## config.mk

```make
export PLATFORM = sky130hd
export DESIGN_NAME = alarm_field_counter
export DESIGN_NICKNAME = d
export VERILOG_FILES = /design/src/rtl/alarm_pkg.sv /design/src/rtl/alarm_btn_repeat.sv /design/src/rtl/alarm_field_counter.sv
export SDC_FILE = /design/constraint.sdc
export NUM_CORES = 1
export LEC_CHECK = 0
export CORE_MARGIN = 10
export CORE_UTILIZATION = 48
export CTS_BUF_LIST = sky130_fd_sc_hd__clkbuf_4 sky130_fd_sc_hd__clkbuf_8
export DETAILED_ROUTE_END_ITERATION = 8
export PLACE_DENSITY_LB_ADDON = 0.08
export SYNTH_ARGS = -nofsm -noshare
export SYNTH_HDL_FRONTEND = slang
export SYNTH_HIERARCHICAL = 1
export SYNTH_SLANG_ARGS = --single-unit
export TNS_END_PERCENT = 20
```

## constraint.sdc

```tcl
create_clock -name clock -period 1.8 [get_ports clock]
set_input_delay 0.45 -clock clock [delete_from_list [all_inputs] [get_ports clock]]
set_output_delay 0.45 -clock clock [all_outputs]
set_load 0.01 [all_outputs]
```

## src/rtl/alarm_pkg.sv

```systemverilog
// Shared types and helpers for the settable alarm-time field counters.
package alarm_pkg;

  typedef enum logic [1:0] {
    RPT_IDLE   = 2'd0,
    RPT_HOLD   = 2'd1,
    RPT_REPEAT = 2'd2
  } rpt_state_e;

  // Bits needed to hold any value in 0..max_val (at least one bit).
  function automatic int cnt_width(input int max_val);
    return (max_val < 2) ? 1 : $clog2(max_val + 1);
  endfunction

endpackage

```

## src/rtl/alarm_btn_repeat.sv

```systemverilog
// Hold-to-auto-repeat step generator for one debounced front-panel button.
module alarm_btn_repeat
  import alarm_pkg::*;
#(
  parameter int REPEAT_DELAY = 3,
  parameter int REPEAT_RATE  = 1
) (
  input  logic clock,
  input  logic reset_n,
  input  logic enable,
  input  logic btn,
  output logic step
);

  localparam int HOLD_W   = cnt_width(REPEAT_DELAY);
  localparam int RATE_W   = cnt_width(REPEAT_RATE);
  localparam int HOLD_TGT = (REPEAT_DELAY >= 2) ? (REPEAT_DELAY - 2) : 0;
  localparam logic [HOLD_W-1:0] HOLD_LAST = HOLD_W'(HOLD_TGT);
  localparam logic [RATE_W-1:0] RATE_LAST = RATE_W'(REPEAT_RATE - 1);

  rpt_state_e        state_r;
  logic [HOLD_W-1:0] hold_cnt_r;
  logic [RATE_W-1:0] rate_cnt_r;
  logic              active_s;

  assign active_s = btn & enable;

  // Step decode: combinational so the step lands on count at the same edge the press is sampled.
  always_comb begin
    step = 1'b0;
    if (active_s) begin
      case (state_r)
        RPT_IDLE:   step = 1'b1;
        RPT_HOLD:   step = (hold_cnt_r == HOLD_LAST);
        RPT_REPEAT: step = (rate_cnt_r == RATE_LAST);
        default:    step = 1'b0;
      endcase
    end else begin
      step = 1'b0;
    end
  end

  // Repeat FSM and its hold/rate counters; release or deselect always returns to idle.
  always_ff @(posedge clock) begin
    if (!reset_n) begin
      state_r    <= RPT_IDLE;
      hold_cnt_r <= HOLD_W'(0);
      rate_cnt_r <= RATE_W'(0);
    end else if (!active_s) begin
      state_r    <= RPT_IDLE;
      hold_cnt_r <= HOLD_W'(0);
      rate_cnt_r <= RATE_W'(0);
    end else begin
      case (state_r)
        RPT_IDLE: begin
          state_r    <= RPT_HOLD;
          hold_cnt_r <= HOLD_W'(0);
        end
        RPT_HOLD: begin
          if (hold_cnt_r == HOLD_LAST) begin
            state_r    <= RPT_REPEAT;
            rate_cnt_r <= RATE_W'(0);
          end else begin
            hold_cnt_r <= hold_cnt_r + HOLD_W'(1);
          end
        end
        RPT_REPEAT: begin
          if (rate_cnt_r == RATE_LAST) begin
            rate_cnt_r <= RATE_W'(0);
          end else begin
            rate_cnt_r <= rate_cnt_r + RATE_W'(1);
          end
        end
        default: begin
          state_r    <= RPT_IDLE;
          hold_cnt_r <= HOLD_W'(0);
          rate_cnt_r <= RATE_W'(0);
        end
      endcase
    end
  end

endmodule

```

## src/rtl/alarm_field_counter.sv

```systemverilog
// One settable alarm-time field: modulo counter with button repeat, direct load and cascade carry.
module alarm_field_counter
  import alarm_pkg::*;
#(
  parameter int MODULUS      = 60,
  parameter int WIDTH        = 6,
  parameter int REPEAT_DELAY = 3,
  parameter int REPEAT_RATE  = 1
) (
  input  logic             clock,
  input  logic             reset_n,
  input  logic             enable,
  input  logic             btn_inc,
  input  logic             btn_dec,
  input  logic             load,
  input  logic [WIDTH-1:0] load_value,
  input  logic             carry_in,
  output logic [WIDTH-1:0] count,
  output logic             carry_out,
  output logic             borrow_out
);

  localparam logic [WIDTH-1:0] MAX_VAL = WIDTH'(MODULUS - 1);

  logic             inc_step_s;
  logic             dec_step_s;
  logic             up_s;
  logic             down_s;
  logic [WIDTH-1:0] count_nxt_s;
  logic             carry_nxt_s;
  logic             borrow_nxt_s;

  alarm_btn_repeat #(.REPEAT_DELAY(REPEAT_DELAY), .REPEAT_RATE(REPEAT_RATE)) u_inc_rpt (
    .clock   (clock),
    .reset_n (reset_n),
    .enable  (enable),
    .btn     (btn_inc),
    .step    (inc_step_s)
  );

  alarm_btn_repeat #(.REPEAT_DELAY(REPEAT_DELAY), .REPEAT_RATE(REPEAT_RATE)) u_dec_rpt (
    .clock   (clock),
    .reset_n (reset_n),
    .enable  (enable),
    .btn     (btn_dec),
    .step    (dec_step_s)
  );

  // Next-value selection: load beats cascade carry, which beats a button step; opposing steps cancel.
  always_comb begin
    up_s         = 1'b0;
    down_s       = 1'b0;
    count_nxt_s  = count;
    carry_nxt_s  = 1'b0;
    borrow_nxt_s = 1'b0;
    if (load) begin
      count_nxt_s = (load_value > MAX_VAL) ? MAX_VAL : load_value;
    end else begin
      up_s   = carry_in | (inc_step_s & ~dec_step_s);
      down_s = ~carry_in & dec_step_s & ~inc_step_s;
      if (up_s) begin
        if (count == MAX_VAL) begin
          count_nxt_s = WIDTH'(0);
          carry_nxt_s = 1'b1;
        end else begin
          count_nxt_s = count + WIDTH'(1);
        end
      end else if (down_s) begin
        if (count == WIDTH'(0)) begin
          count_nxt_s  = MAX_VAL;
          borrow_nxt_s = 1'b1;
        end else begin
          count_nxt_s = count - WIDTH'(1);
        end
      end else begin
        count_nxt_s = count;
      end
    end
  end

  // Output registers.
  always_ff @(posedge clock) begin
    if (!reset_n) begin
      count      <= WIDTH'(0);
      carry_out  <= 1'b0;
      borrow_out <= 1'b0;
    end else begin
      count      <= count_nxt_s;
      carry_out  <= carry_nxt_s;
      borrow_out <= borrow_nxt_s;
    end
  end

endmodule

```

==> impl_summary.txt <==
----------------------------------------------------
[Outcome]
  Result of the run ... completed

[Drt]
  Residual DRC ... 0
  Routed wire length ... 3.30 mm
  Via density ... 5.91
  Via Count ... 1199
  DRT antenna net count ... 0
  WL/cell ... 16.2 µm
  1st-iter DRT viols ... 57
  Detailed Routing Iterations Pass 1 ... 6

[Clock network]
  Clock slew at the register clock pins of the worst setup and hold paths ... 90 ps
  Total clock buffers created by CTS ... 3
  Clock tree from TritonCTS ... yes
  Root cell of the clock tree ... sky130_fd_sc_hd__clkbuf_4
  Max H-tree Level ... 1
  Post-CTS repair timing setup buffer count ... 0
  Buffer levels on the longest clock path ... 2
  Clock latency at the later pin of the worst-skew pair ... 280 ps
  Number of hold-repair buffers added at the cts stage ... 0
  Clk sinks ... 16

[Synthesis]
  Share of the synthesized area in compound gates (AO/OA/AOI/OAI) ... 31.5%
  Synth Net Count ... 157
  Area share of fa/ha/maj cells after synthesis ... 5.76%
  Main flop type after synthesis ... sky130_fd_sc_hd__dfxtp_1
  Post-synthesis share of cell area spent on xor and xnor gates ... 0.806%
  Mapped cell area ... 1090 µm²
  Number of synthesized register bits ... 16
  Number of enable-type register cells in the synthesized netlist ... 0
  Yosys cell types ... 43
  Instance count of the mapped netlist ... 139
  Dominant combinational cell family by area after synthesis ... compound AO/OA/AOI/OAI gates
  Sequential fraction of the synthesis area ... 29.5%
  Area fraction in and, or, nand and nor cells after synthesis ... 26.2%
  Share of synthesized registers carrying an async set or reset ... 0%
  Mean area per synthesized cell ... 7.81 µm²
  Multiplexer fraction of the synthesized cell area ... 0%
  Number of warnings printed during yosys synthesis ... 6

[Floorplanning]
  Floorplan Core Area ... 2190 µm²
  Area of the die ... 4570 µm²
  I/O pin count ... 21
  Initial core utilization ... 49.6%
  Number of rows in the core area ... 17
  Die X-Extent ... 67.6 µm
  Die Height ... 67.6 µm

[Placement]
  Placed wire-length estimate after detailed placement ... 2.42 mm
  Cell count after placement ... 200
  Port Buf Inserts ... 20
  Routability cong. ... 0.936

[Timing]
  Period utilization ... 97.2%
  Rel. slew slack ... 70.5%
  Tightest hold margin ... 477 ps
  Minimum clock period ... 1750 ps
  Highest clock rate ... 571 MHz
  Total setup violations reported at the end of the flow ... 0
  Unrepaired setup endpoints after global routing ... true
  Count of pins over their slew limit ... 0
  Final Hold Violating Endpoints ... 0
  Actual transition at the worst max-transition pin ... 441 ps
  Final clock skew ... 3.59 ps
  Setup TNS ... 0 ps

[Power and ir drop]
  Design Power ... 876 µW
  Power density cells ... 567 nW/µm²
  Largest voltage drop on the vdd net ... 0.513 mV
  Static Leak ... 0.000629 µW

[Finish]
  Filler Cells Inserted ... 182
  Most common cell after layout, fill and taps aside ... sky130_fd_sc_hd__buf_4
  Final #Nets ... 195
  Top library cells by usage in the layout, fill and taps aside ... 19 x sky130_fd_sc_hd__buf_4, 15 x sky130_fd_sc_hd__clkdlybuf4s50_1, 14 x sky130_fd_sc_hd__nand2_1, 10 x sky130_fd_sc_hd__dfxtp_1, 8 x sky130_fd_sc_hd__a21oi_1
  Area added between synthesis and finish ... 42.4%
  Antenna Cells ... 0
  Final Instance Count excl. Fillers ... 203
  Proportion of layout cells with a drive suffix above 1 ... 25.7%

[Worst setup path]
  Cell type of the slowest stage on the worst timing path ... sky130_fd_sc_hd__clkdlybuf4s50_1
  Kind of end point of the critical path ... output port
  Register-to-register setup slack ... 90 ps
  Crit path max fanout ... 10
  Sequence of cells on the critical path ... clkdlybuf4s50_1
  Crit path kind ... reg -> out
  Worst Reg2Reg Path Length in Cells ... 8
  Reg-to-reg startpoint ... u_dec_rpt/hold_cnt_r[0]$_SDFFE_PN0P_
  Nature of the critical path startpoint ... register
  CP delay by family, top ... buffers and inverters
  Largest stage delay on the critical path ... 570 ps
  WP data required ... 1350 ps
  Total buffers and inverters traversed by the critical path ... 1
  Worst reg2reg endpoint ... count[5]$_SDFFE_PN0P_
  Data arrival time of the critical path ... 1300 ps

[Job]
  Max Cap Viol ... 0

[Global route]
  Total global routing overflow ... 0
  First-pass GRT wire length ... 5.33 mm
  Antenna violations before repair ... 0
  Maximum number of pins on one net before global-route repair ... 14
  Number of global-route vias before repair ... 1175
  Total Routing Usage GR ... 14.7%

[Hold path]
  Instance count along the most critical hold path ... 1
  Terminating pin of the worst hold path ... u_inc_rpt/state_r[0]$_SDFFE_PN0P_
  Worst Min Path Start ... u_inc_rpt/state_r[1]$_SDFFE_PN0P_
  Type of the worst min-delay path ... reg -> reg

----------------------------------------------------
==> area by class of cell <==
class,count,area [µm²],area share (%)
well taps,28,35.0,2.27
flip-flops and latches,16,328,21.2
clock buffers,3,22.5,1.46
multi-input cells,107,768,49.7
repair buffers,40,359,23.2
inverters,9,33.8,2.18
==> through the flow <==
| stage | area (µm²) | utilization (%) | setup slack, ps |
|---|---|---|---|
| final | 1550 | 70.6 | 49.5 |
| after global routing | 1550 | 70.6 | -10.5 |
| after CTS | 1490 | 67.8 | 3.05 |
| after detailed placement | 1440 | 65.6 | -408 |
| after global placement | 1440 | 65.6 | -389 |
| after floorplan | 1090 | - | 71.7 |
==> state kept, by name, summed over array words and instances (netlist names) <==
signal                cells
count                     6
u_dec_rpt/hold_cnt_r      2
u_dec_rpt/state_r         2
u_inc_rpt/hold_cnt_r      2
u_inc_rpt/state_r         2
borrow_out                1
carry_out                 1
==> synthesized netlist by cell type (all sizes together), types with 3 or more instances <==
cell type,count,share of area [%]
a2111oi,3,2.4
a21oi,10,4.6
a311oi,3,2.4
clkbuf,5,1.7
dfxtp,16,29
ha,5,5.8
inv,9,3.1
nand2,14,4.8
nand2b,7,4.0
nand3,4,1.8
nor2,7,2.4
nor2b,4,2.3
nor3,6,2.8
o21ai,5,2.3
o41ai,3,2.4
or2,3,1.7
==> kinds of logic (layout without fill, tap and decap cells) <==
logic type                 after synthesis  after routing
buffers and inverters                   16             52
adders and majority gates                5              5
DFF                                     16             16
AOI/OAI and AO/OA                       47             47
xor gates and xnor gates                 1              1
and+or+nand+nor                         54             54
==> how the worst max path moves through the flow <==
stage                     cells past startpoint               endpoint  slack [ps]                                 start
after global routing                          6  count[2]$_SDFFE_PN0P_         -10                 count[0]$_SDFFE_PN0P_
after detailed placement                      8  count[5]$_SDFFE_PN0P_        -410                                enable
after floorplan                               8  count[5]$_SDFFE_PN0P_          70  u_dec_rpt/hold_cnt_r[0]$_SDFFE_PN0P_
final                                         1               count[4]          50                 count[4]$_SDFFE_PN0P_
after global placement                        8  count[5]$_SDFFE_PN0P_        -390                                enable
after CTS                                     9  count[5]$_SDFFE_PN0P_           3  u_inc_rpt/hold_cnt_r[1]$_SDFFE_PN0P_
==> timing repair <==
item	in CTS	in global routing
hold endpoints to repair	0	0
setup endpoints to repair	9	8
gates cloned	0	0
resized for setup	11	18
pin swaps	1	5
==> metal layers <==
layer	track usage, %	vias up	routed length [µm]
li1	-	589	-
met1	17.2	555	1330
met2	25.9	48	1700
met3	4.30	7	223
met4	2.82	0	46
met5	0	-	0
==> worst register-to-register path, stage by stage (launching register included) <==
cell	delay, ps
sky130_fd_sc_hd__dfxtp_2	370
sky130_fd_sc_hd__ha_4	140
sky130_fd_sc_hd__nand2b_1	60
sky130_fd_sc_hd__a21oi_2	200
sky130_fd_sc_hd__nor2b_4	70
sky130_fd_sc_hd__buf_6	130
sky130_fd_sc_hd__a311o_1	270
sky130_fd_sc_hd__o221a_1	250
sky130_fd_sc_hd__o22ai_2	130
==> power by group <==
part	internal (µW)	switching, µW	total [µW]
Clock	77.7	109	187
Sequential	371	19.3	390
Combinational	149	150	299
Total	598	278	876
No activity file was read; power rests on OpenSTA's default activity.
